`config.mk`:
```
export PLATFORM = sky130hd
export DESIGN_NAME = uart_tx_arbiter
export DESIGN_NICKNAME = d
export VERILOG_FILES = /design/src/rtl/uart_tx_arbiter.sv
export SDC_FILE = /design/constraint.sdc
export NUM_CORES = 1
export LEC_CHECK = 0
export BUFFER_PORTS_ARGS = -buffer_cell sky130_fd_sc_hd__buf_2
export CAP_MARGIN = 10
export CORE_MARGIN = 10
export CORE_UTILIZATION = 47
export CTS_CLUSTER_SIZE = 24
export DETAILED_ROUTE_END_ITERATION = 16
export HOLD_SLACK_MARGIN = 0.15
export PLACE_DENSITY_LB_ADDON = 0.05
export SYNTH_ARGS = -nofsm -noshare
export SYNTH_HDL_FRONTEND = slang
export SYNTH_SLANG_ARGS = --single-unit
```
`constraint.sdc`:
```
create_clock -name clk -period 2.35 [get_ports clk]
set_input_delay 0.5875 -clock clk [delete_from_list [all_inputs] [get_ports clk]]
set_output_delay 0.5875 -clock clk [all_outputs]
set_load 0.02 [all_outputs]
```
`src/rtl/uart_tx_arbiter.sv`:
```
// uart_tx_arbiter: round-robin, packet-granular arbiter sharing one UART byte transmitter
// between N_REQ packet sources. A grant is held from the first byte to the last byte's done.
// Optional per-byte watchdog is enabled by defining UART_ARB_TIMEOUT_EN.
module uart_tx_arbiter #(
    parameter int unsigned N_REQ          = 3,
    parameter int unsigned TIMEOUT_CYCLES = 2000000
) (
    input  logic               clk,
    input  logic               reset,
    input  logic [N_REQ-1:0]   req,
    input  logic [8*N_REQ-1:0] req_byte,
    input  logic [N_REQ-1:0]   req_last,
    output logic [N_REQ-1:0]   req_ack,
    output logic [N_REQ-1:0]   grant,
    output logic               uart_start_tx,
    output logic [7:0]         uart_tx_din,
    input  logic               uart_tx_done,
    output logic               abort_flag
);

    localparam int unsigned IDX_W = (N_REQ > 1) ? $clog2(N_REQ) : 1;
    localparam int unsigned CND_W = IDX_W + 1;
    localparam logic [IDX_W-1:0] LAST_IDX = IDX_W'(N_REQ - 1);
`ifdef UART_ARB_TIMEOUT_EN
    localparam logic [31:0] TO_LAST = 32'(TIMEOUT_CYCLES - 1);
`endif

    typedef enum logic [1:0] {
        ST_IDLE,
        ST_SEND,
        ST_WAIT
    } state_e;

    state_e             state_q, state_d;
    logic [N_REQ-1:0]   grant_q, grant_d;
    logic [N_REQ-1:0]   ack_q, ack_d;
    logic [IDX_W-1:0]   g_q, g_d;
    logic [IDX_W-1:0]   rr_ptr_q, rr_ptr_d;
    logic               last_q, last_d;
    logic               start_q, start_d;
    logic               abort_q, abort_d;
    logic [7:0]         din_q, din_d;
`ifdef UART_ARB_TIMEOUT_EN
    logic [31:0]        cnt_q, cnt_d;
`endif

    logic               pick_vld_c;
    logic [IDX_W-1:0]   pick_idx_c;
    logic [CND_W-1:0]   cand_c;

    // First pending request searching upward from rr_ptr+1 with wrap-around.
    always_comb begin
        pick_vld_c = 1'b0;
        pick_idx_c = '0;
        cand_c     = '0;
        for (int k = 1; k <= int'(N_REQ); k++) begin
            cand_c = CND_W'(rr_ptr_q) + CND_W'(k);
            if (cand_c >= CND_W'(N_REQ)) begin
                cand_c = cand_c - CND_W'(N_REQ);
            end
            if (!pick_vld_c && req[cand_c[IDX_W-1:0]]) begin
                pick_vld_c = 1'b1;
                pick_idx_c = cand_c[IDX_W-1:0];
            end
        end
    end

    // Next-state and registered-output logic; every register holds unless changed below.
    always_comb begin
        state_d  = state_q;
        grant_d  = grant_q;
        g_d      = g_q;
        rr_ptr_d = rr_ptr_q;
        last_d   = last_q;
        start_d  = 1'b0;
        din_d    = din_q;
        ack_d    = '0;
        abort_d  = abort_q;
`ifdef UART_ARB_TIMEOUT_EN
        cnt_d    = cnt_q;
`endif
        unique case (state_q)
            ST_IDLE: begin
                grant_d = '0;
                if (pick_vld_c) begin
                    grant_d = N_REQ'(1) << pick_idx_c;
                    g_d     = pick_idx_c;
                    state_d = ST_SEND;
                end
            end
            ST_SEND: begin
                if (req[g_q]) begin
                    start_d = 1'b1;
                    din_d   = req_byte[{g_q, 3'b000} +: 8];
                    last_d  = req_last[g_q];
`ifdef UART_ARB_TIMEOUT_EN
                    cnt_d   = '0;
`endif
                    state_d = ST_WAIT;
                end else begin
                    // requester withdrew mid-packet: abandon it
                    abort_d  = 1'b1;
                    rr_ptr_d = g_q;
                    grant_d  = '0;
                    state_d  = ST_IDLE;
                end
            end
            ST_WAIT: begin
                if (uart_tx_done) begin
                    ack_d[g_q] = 1'b1;
                    if (last_q) begin
                        rr_ptr_d = g_q;
                        grant_d  = '0;
                        state_d  = ST_IDLE;
                    end else begin
                        state_d  = ST_SEND;
                    end
                end
`ifdef UART_ARB_TIMEOUT_EN
                else if (cnt_q == TO_LAST) begin
                    abort_d  = 1'b1;
                    rr_ptr_d = g_q;
                    grant_d  = '0;
                    state_d  = ST_IDLE;
                end else begin
                    cnt_d = cnt_q + 32'd1;
                end
`endif
            end
            default: begin
                state_d = ST_IDLE;
                grant_d = '0;
            end
        endcase
    end

    // State and output registers; reset leaves requester 0 with top priority.
    always_ff @(posedge clk or posedge reset) begin
        if (reset) begin
            state_q  <= ST_IDLE;
            grant_q  <= '0;
            ack_q    <= '0;
            g_q      <= '0;
            rr_ptr_q <= LAST_IDX;
            last_q   <= 1'b0;
            start_q  <= 1'b0;
            din_q    <= 8'h00;
            abort_q  <= 1'b0;
`ifdef UART_ARB_TIMEOUT_EN
            cnt_q    <= '0;
`endif
        end else begin
            state_q  <= state_d;
            grant_q  <= grant_d;
            ack_q    <= ack_d;
            g_q      <= g_d;
            rr_ptr_q <= rr_ptr_d;
            last_q   <= last_d;
            start_q  <= start_d;
            din_q    <= din_d;
            abort_q  <= abort_d;
`ifdef UART_ARB_TIMEOUT_EN
            cnt_q    <= cnt_d;
`endif
        end
    end

    assign grant         = grant_q;
    assign req_ack       = ack_q;
    assign uart_start_tx = start_q;
    assign uart_tx_din   = din_q;
    assign abort_flag    = abort_q;

endmodule

```
==> flow_summary.ini, run 1 <==
[sta]
worst_hold_slack_ps = 280
slew_headroom = 0.569
hold_viol_final = 0
worst_slew_pin_slew_ps = 645
timing.fmax_ghz = 0.476
rsz0062_at_grt = false
timing.final.crit_share = 0.895
clock_skew_ps = 10.6
setup_viol = 0
slew_viol_final = 0
layout_min_cycle_time_ps = 2100
finalSetupTns_ps = 0

[floorplanning]
die_area_mm2 = 0.00510
core_area_mm2 = 0.00250
rows = 18
io_pins = 49
dieHeight_um = 71.4
start_util = 0.497
die_w_um = 71.4

[synth]
synth_top_area_frac = 0.443
synthesis.nets = 171
yosys.cell_types.count = 29
ys_async_sr_fraction = 1.00
ys_seq_area_frac = 0.464
synth-edff-count = 0
synth_area_leader_cell = dfrtp_1
ys_ff_latch = 23
netlist_area_mm2 = 0.00124
synth_area_leaders = dfrtp_1, mux2i_1, nand2_1
ys.flop_type = dfrtp_1
synthCells = 134
avgSynthCellArea_um2 = 9.28
yosysWarnings = 0

[power]
peakVddDrop_v = 0.000675
leakage_nw = 0.788
p_per_area_mw_per_mm2 = 1170
power_w = 0.00183

[clock_tree]
clkLatencyLatePin_ps = 310
cts_made_buffers = 3
cts_root_buf = clkbuf_4
clockBufferDepth = 2
path_clk_slew_ps = 130
cts_tree = built
htreeDepth = 1
post_cts_buffers = 0
clock_sinks = 23

[route]
ant_nets = 0
detail_route.wl_per_cell_um = 14.9
totalWireLength_um = 3190
viasPerCell = 5.27
vias = 1128
drt_pre_antenna_iters = 4
drt_iter0_drc = 83
post-route-drc-count = 0

[finish]
fill_cells = 215
seqCellArea_um2 = 577
fin_nets = 222
syn_to_final_growth_pct = 25.9
diodes = 0
multiInputGateArea_um2 = 631
drive_above_1_share = 0.326

[critical_path]
r2r_slack_ps = 250
cp-end-kind = flop
path_class = reg -> reg
crit_chain = inv_1, ha_1, mux2i_1, o22ai_1, a2111oi_2, a311oi_1, a32o_1
crit_arrival_ps = 2320
critical_path_required_ps = 2570
critical-path-max-stage-delay_ps = 440
slowest_stage = dfrtp_1
cp-start-kind = flop
cp_max_fo = 5

[job]
drv_cap = 0

[global_route]
gr-usage-all-layers = 0.122
gr-max-usage-layer = met2
grt_max_degree = 24
grt_pass1_wl_um = 5220
grt_use_met3 = 0.0537
globalRouteMet1Util = 0.143
grt_pass1_vias = 1197
antenna_found_initial = 0
grt_use_met2 = 0.190
overflow = 0

[place]
place_hpwl_um = 2480
place_congestion = 0.949
io_buffers = 48

[worst_hold_path]
worstHoldPathType = in -> async

[run_status]
status = finished, final reports clean
==> registers in the layout, summed over array words and instances, names as in the netlist <==
signal,count
uart_tx_din,8
grant,3
req_ack,3
g_q,2
rr_ptr_q,2
state_q,2
abort_flag,1
last_q,1
uart_start_tx,1
==> cell families (layout without fill, tap and decap cells) <==
group / Yosys count / after routing / synth area share
AOI/OAI and AO/OA: 39 / 39 / 0.191
adders and majority gates: 4 / 4 / 0.0402
buffers and inverters: 13 / 63 / 0.0443
DFF: 23 / 23 / 0.464
muxes: 16 / 16 / 0.129
and+or+nand+nor: 39 / 39 / 0.132
==> stage by stage <==
step                      instances   util  instance area, um2  worst slack (ps)
after floorplan                 134      -                1240               277
after global placement          210  0.608                1520               173
after detailed placement        210  0.608                1520               125
after CTS                       214  0.619                1550               110
after global routing            214  0.626                1570              55.3
final                           214  0.626                1570               247
==> area by class of cell <==
class,instances,area share
multi-input combinational,98,0.403
sequential,23,0.369
timing repair buffer,51,0.168
tap,30,0.0240
inverter,8,0.0192
clock buffer,3,0.0144
clock inverter,1,0.00320
==> path summary, 6_finish.rpt <==
kind / from / endpoint / depth (start not counted)
worst max register to register: rr_ptr_q[0]$_DFFE_PP0P_ / grant[0]$_DFFE_PP0P_ / 7
worst min register to register: uart_tx_din[2]$_DFFE_PP0P_ / uart_tx_din[2]$_DFFE_PP0P_ / 2
worst max-delay path: rr_ptr_q[0]$_DFFE_PP0P_ / grant[0]$_DFFE_PP0P_ / 7
max in group asynchronous: reset / rr_ptr_q[1]$_DFFE_PP1P_ / 3
worst min-delay path: reset / uart_tx_din[2]$_DFFE_PP0P_ / 3
min in group clk: uart_tx_done / state_q[1]$_DFFE_PP0P_ / 2
==> synth_stat cells (all sizes together), types with 2 or more instances <==
cell type,instances
o22ai,3
nand2b,2
mux2i,16
o21ai,17
a21oi,9
inv,8
o2bb2ai,2
dfrtp,22
nor2,11
nand2,20
ha,4
buf,3
nor3,3
clkbuf,2
==> layer usage <==
layer	vias to the layer above	routed length (um)
li1	568	-
met1	519	1510
met2	37	1380
met3	4	256
met4	0	37
met5	-	0
==> report_power, final <==
| group | switching (W) | leakage, nW | internal (W) | total, W |
|---|---|---|---|---|
| combinational | 0.000596 | 0.479 | 0.000395 | 0.000991 |
| sequential | 0.000120 | 0.292 | 0.000540 | 0.000660 |
| clock | 0.000120 | 0.0177 | 0.0000635 | 0.000183 |
| total | 0.000835 | 0.788 | 0.000999 | 0.00183 |
==> timing repair <==
| action | 4_1_cts | 5_1_grt |
|---|---|---|
| hold buffers | 0 | 0 |
| gates resized for setup | 0 | 4 |
| endpoints found under the hold margin | 0 | 0 |
| endpoints found under the setup margin | 0 | 3 |
==> critical path, delay by kind of cell (launching register included) <==
| kind | cells | cell delay, ps |
|---|---|---|
| fa+ha+maj | 1 | 250 |
| buf+inv | 1 | 210 |
| mux | 1 | 260 |
| flops | 1 | 440 |
| compound gates | 4 | 860 |
==> layout by cell type, fill, tap and decap left out, types with 7 or more instances in the layout <==
cell	netlist	layout
mux2i_1	16	16
nand2_1	20	20
buf_2	2	48
inv_1	7	7
o21ai_0	15	15
nor2_1	11	11
a21oi_1	9	9
dfrtp_1	22	22
Power figures use the tool's default switching activity.
==> run 2, diff against run 1 <==
--- a/config.mk
+++ b/config.mk
@@ -13,6 +13,7 @@
 export DETAILED_ROUTE_END_ITERATION = 16
 export HOLD_SLACK_MARGIN = 0.15
 export PLACE_DENSITY_LB_ADDON = 0.05
+export SETUP_SLACK_MARGIN = 0.5
 export SYNTH_ARGS = -nofsm -noshare
 export SYNTH_HDL_FRONTEND = slang
 export SYNTH_SLANG_ARGS = --single-unit
==> constraint.sdc (replaced) <==
create_clock -name clk -period 2.35 [get_ports clk]
set_input_delay 0.5875 -clock clk [delete_from_list [all_inputs] [get_ports clk]]
set_output_delay 0.5875 -clock clk [all_outputs]
set_load 0.1 [all_outputs]
==> run 2 against run 1 <==
Against the previous run:
- fmax up 1.1%
- clock power up 2%
- sequential share of layout area down 3.7 points
- final area up 11%
- first-iteration DRC count up 14%
- critical path type unchanged
- critical path depth unchanged
- global-route usage up 1.6 points
- final cell count up 3.3%
- via count up 2.9%
- count of clock-buffer cells in the layout unchanged
==> flow_summary.ini, run 2 (same netlist as run 1, synthesis figures left out) <==
[place]
place_hpwl_um = 2560
preCtsSetupSlack_ps = 226
io_buffers = 48
place_congestion = 0.946

[global_route]
overflow = 0
grt_use_met3 = 0.0523
grt_pass1_vias = 1257
grt_use_met2 = 0.244
gr-max-usage-layer = met2
gr-usage-all-layers = 0.138
antenna_found_initial = 0
grt_pass1_wl_um = 5900
globalRouteMet1Util = 0.154
grt_max_degree = 24

[clock_tree]
clockBufferDepth = 2
cts_root_buf = clkbuf_4
path_clk_slew_ps = 130
htreeDepth = 1
cts_hold_buf = 0
clkLatencyLatePin_ps = 320
cts_tree = built
cts_made_buffers = 3
clock_sinks = 23

[sta]
slew_headroom = 0.659
worst_hold_slack_ps = 273
timing.fmax_ghz = 0.481
hold_viol_final = 0
layout_min_cycle_time_ps = 2080
timing.final.crit_share = 0.885
worst_slew_pin_slew_ps = 511
slew_viol_final = 0
setup_viol = 0
rsz0062_at_grt = true
clock_skew_ps = 9.02
finalSetupTns_ps = 0
postLayoutSetupSlackWorst_ps = 271

[critical_path]
cp-start-kind = flop
reg2reg_from = rr_ptr_q[1]$_DFFE_PP1P_
crit_path_start = rr_ptr_q[1]$_DFFE_PP1P_
worst-path-buf-inv = 1
crit_arrival_ps = 2300
critical-path-max-stage-delay_ps = 590
crit_family = compound AO/OA/AOI/OAI gates
crit_chain = inv_4, ha_4, mux2i_4, o22ai_4, a2111oi_4, a311oi_2, a32o_1
slowest_stage = dfstp_2
path_class = reg -> reg
cp_max_fo = 3
cp-end-kind = flop
critical_path_required_ps = 2570

[finish]
syn_to_final_growth_pct = 40.0
largest_reg_flops = 8
fin_nets = 229
diodes = 0
drive_above_1_share = 0.429
final_cell_mix = buf_2, dfrtp_1, nand2_1
final_common_cell = buf_2

[route]
ant_nets = 0
vias = 1161
viasPerCell = 5.25
totalWireLength_um = 3470
post-route-drc-count = 0
drt_pre_antenna_iters = 4
drt_iter0_drc = 95
detail_route.wl_per_cell_um = 15.7

[run_status]
status = finished, final reports clean

[worst_hold_path]
worstHoldPathType = in -> async

[floorplanning]
io_pins = 49
core_area_mm2 = 0.00250
start_util = 0.497
rows = 18
die_w_um = 71.4
die_area_mm2 = 0.00510
dieHeight_um = 71.4

[power]
p_per_area_mw_per_mm2 = 1570
leakage_nw = 0.837
power_w = 0.00273
peakVddDrop_v = 0.00109

[job]
drv_cap = 0
[run 2: final cells by class]
cell class,instances,area [um2]
clock inverters,1,5.00
well taps,30,37.5
inverters,8,40.0
repair buffers,58,332
flip-flops and latches,23,578
clock buffers,3,22.5
multi-input cells,98,727
fillers,195,758
[run 2: power by group]
| group | total, W | internal [W] | switching (W) |
|---|---|---|---|
| Sequential | 0.000672 | 0.000542 | 0.000131 |
| Clock | 0.000187 | 0.0000637 | 0.000123 |
| Combinational | 0.00188 | 0.000597 | 0.00128 |
[run 2: final timing paths]
path                                                 to  slack [ps]  cells after the start
min in group clk                 state_q[1]$_DFFE_PP0P_         480                      2
worst max register to register     grant[0]$_DFFE_PP0P_         270                      7
worst min register to register   abort_flag$_DFFE_PP0P_         490                      1
worst min-delay path            uart_start_tx$_DFF_PP0_         270                      3
max in group asynchronous       rr_ptr_q[1]$_DFFE_PP1P_        1790                      3
worst max-delay path               grant[0]$_DFFE_PP0P_         270                      7
[run 2: worst register-to-register path: cells and delay by family, from the launching register on]
kind	cells	cell delay, ps
compound gates	4	790
fa+ha+maj	1	300
buf+inv	1	50
flops	1	590
mux	1	260
[run 2: metal layers]
metal / wire length, um / up-vias / share of wire
met1: 1520 / 539 / 0.44
met2: 1670 / 39 / 0.48
li1: - / 581 / -
met3: 249 / 2 / 0.072
met4: 26 / 0 / 0.0075
met5: 0 / - / 0
[run 2: timing repair]
action                                  4_1_cts  5_1_grt
endpoints found under the setup margin        7       10
buffers inserted                              4        3
resized for setup                            17       13
cloned                                        0        0
pin swaps                                     4        3
[run 2: per-stage QoR]
step / utilization / area, um2 / instances
6_report: 0.697 / 1740 / 221
5_1_grt: 0.697 / 1740 / 221
4_1_cts: 0.662 / 1660 / 218
3_5_place_dp: 0.613 / 1530 / 210
3_3_place_gp: 0.613 / 1530 / 210
2_1_floorplan: - / 1260 / 134
==> run 3, diff against run 2 <==
--- a/config.mk
+++ b/config.mk
@@ -5,10 +5,11 @@
 export SDC_FILE = /design/constraint.sdc
 export NUM_CORES = 1
 export LEC_CHECK = 0
+export ABC_AREA = 1
 export BUFFER_PORTS_ARGS = -buffer_cell sky130_fd_sc_hd__buf_2
 export CAP_MARGIN = 10
 export CORE_MARGIN = 10
-export CORE_UTILIZATION = 47
+export CORE_UTILIZATION = 48
 export CTS_CLUSTER_SIZE = 24
 export DETAILED_ROUTE_END_ITERATION = 16
 export HOLD_SLACK_MARGIN = 0.15
==> run 3 against run 2 <==
Against the previous run:
- final cell count grew 16%
- clock skew shrank 5.5 ps
- die area grew 11%
- fmax grew 14%
- highest routed layer unchanged
==> flow_summary.ini, run 3 <==
[run_status]
status = finished, final reports clean

[critical_path]
r2r_cells = 12
path_class = reg -> reg
crit_arrival_ps = 2090
cp_max_fo = 8
cp-start-kind = flop
reg2reg_from = rr_ptr_q[1]$_DFFE_PP1P_
critical_path_required_ps = 2620
r2r_end = grant[0]$_DFFE_PP0P_
r2r_slack_ps = 530
cp-end-kind = flop

[route]
totalWireLength_um = 3600
post-route-drc-count = 0
drt_pre_antenna_iters = 4
drt_iter0_drc = 72
viasPerCell = 5.12
vias = 1310
ant_nets = 0
detail_route.wl_per_cell_um = 14.1

[synth]
synth_fa_ha_area_frac = 0.0340
yosysWarnings = 0
yosysMostFrequentCell = nand2_1
synth_area_leader_cell = dfrtp_1
synthCells = 172
yosys.area_share.simple = 0.345
synthesis.nets = 209
synth_top_family_by_area = simple AND/OR/NAND/NOR gates
yosys.cell_types.count = 27
synth_compound_area_frac = 0.134
synth_top_area_frac = 0.374
avgSynthCellArea_um2 = 8.55
muxShareOfSynthArea = 0
ys.flop_type = dfrtp_1
ys_ff_latch = 23
synth-edff-count = 0
ys_async_sr_fraction = 1.00
ys_seq_area_frac = 0.392
netlist_area_mm2 = 0.00147
synthXorXnorAreaFrac = 0
synth_area_leaders = dfrtp_1, nand2_1, a41oi_2
synthTopCellsByCount = nand2_1, dfrtp_1, nor2_1

[floorplanning]
core_area_mm2 = 0.00300
dieHeight_um = 75.3
start_util = 0.490
io_pins = 49
rows = 20
die_area_mm2 = 0.00568
die_w_um = 75.3

[finish]
final_cell_area_mm2 = 0.00183
final_cell_mix = nand2_1, buf_2, dfrtp_1
fin_cells = 256
fin_util = 0.610
seqCellArea_um2 = 577
largest_reg_flops = 8
final_common_cell = nand2_1
diodes = 0
drive_above_1_share = 0.475
fill_cells = 279
fin_nets = 261
multiInputGateArea_um2 = 830
syn_to_final_growth_pct = 24.5

[clock_tree]
cts_hold_buf = 0
clkLatencyLatePin_ps = 320
htreeDepth = 1
cts_root_buf = clkbuf_4
clock_sinks = 23
cts_tree = built
cts_made_buffers = 3
path_clk_slew_ps = 140
clockBufferDepth = 2

[global_route]
grt_max_degree = 24
grt_pass1_vias = 1355
gr-usage-all-layers = 0.132
grt_pass1_wl_um = 5910
overflow = 0
antenna_found_initial = 0

[place]
io_buffers = 48
place_hpwl_um = 2770
placedInstanceArea_mm2 = 0.00171
place_congestion = 0.856
dp.cells = 250

[sta]
worst_slew_pin_slew_ps = 499
slew_headroom = 0.670
timing.final.crit_share = 0.773
layout_min_cycle_time_ps = 1820
timing.fmax_ghz = 0.551
slew_viol_final = 0
hold_viol_final = 0
rsz0062_at_grt = true
setup_viol = 0
clock_skew_ps = 3.49
finalSetupTns_ps = 0

[worst_hold_path]
worstHoldPathType = in -> async

[job]
drv_cap = 0
==> run 3: changes by cell type after synthesis, sizes merged, moves of 3 or more <==
cell	change
mux2i	-16
o22ai	-3
a21oi	-8
nand2	+47
nand3	+10
inv	+9
a41oi	+9
nor2	+10
o21ai	-8
==> run 3: metal layers <==
metal | up-vias | track usage | share of wire | wire [um]
li1 | 662 | - | - | -
met1 | 603 | 0.150 | 0.42 | 1500
met2 | 43 | 0.221 | 0.49 | 1780
met3 | 2 | 0.0560 | 0.086 | 309
met4 | 0 | 0.0412 | 0.0033 | 12
met5 | - | 0 | 0 | 0
==> run 3: worst max path at each step <==
stage	slack, ps	endpoint	depth (start not counted)	from
2_1_floorplan	590	grant[0]$_DFFE_PP0P_	13	rr_ptr_q[1]$_DFFE_PP1P_
3_3_place_gp	490	grant[0]$_DFFE_PP0P_	12	rr_ptr_q[1]$_DFFE_PP1P_
3_5_place_dp	410	grant[0]$_DFFE_PP0P_	13	rr_ptr_q[1]$_DFFE_PP1P_
4_1_cts	520	grant[0]$_DFFE_PP0P_	13	rr_ptr_q[1]$_DFFE_PP1P_
5_1_grt	440	grant[0]$_DFFE_PP0P_	12	rr_ptr_q[1]$_DFFE_PP1P_
6_report	530	grant[0]$_DFFE_PP0P_	12	rr_ptr_q[1]$_DFFE_PP1P_
==> run 3: cell type report <==
class / instances / share of cell area
Tap cell: 33 / 0.0226
Inverter: 18 / 0.0506
Sequential cell: 23 / 0.315
Timing Repair Buffer: 51 / 0.144
Clock buffer: 3 / 0.0123
Multi-Input combinational cell: 127 / 0.453
Clock inverter: 1 / 0.00273
==> run 3: cells by family (layout without fill, tap and decap cells) <==
| family | Yosys count | count (layout) |
|---|---|---|
| adders and majority gates | 4 | 4 |
| and+or+nand+nor | 104 | 104 |
| buffers and inverters | 22 | 73 |
| AOI/OAI and AO/OA | 19 | 19 |
| DFF | 23 | 23 |
==> run 3: metrics by stage <==
stage               worst slack [ps]  hold WS [ps]
finish                           534           278
global placement                 494           446
global route                     438           287
floorplan                        589           460
detailed placement               413           453
CTS                              519           277
==> run 3: critical path, cell delays in order, from the launching register on <==
cell and delay, ps:
dfstp_2 590, inv_4 50, ha_4 320, nand2_2 90, nor2_2 130, inv_1 60, nand2_2 100, nor2_2 40
nor2_1 110, nand2_2 90, nand2_1 80, nand3_2 60, nand2_1 50
==> run 3: what timing repair did <==
action,in CTS,in global routing
pin swaps,0,10
buffers inserted,0,2
resized for setup,2,22
endpoints found under the setup margin,6,6
gates cloned,0,0
Power of run 3 is not shown: default switching activity piles up to over one toggle a cycle in this logic, so the estimate is an artifact.
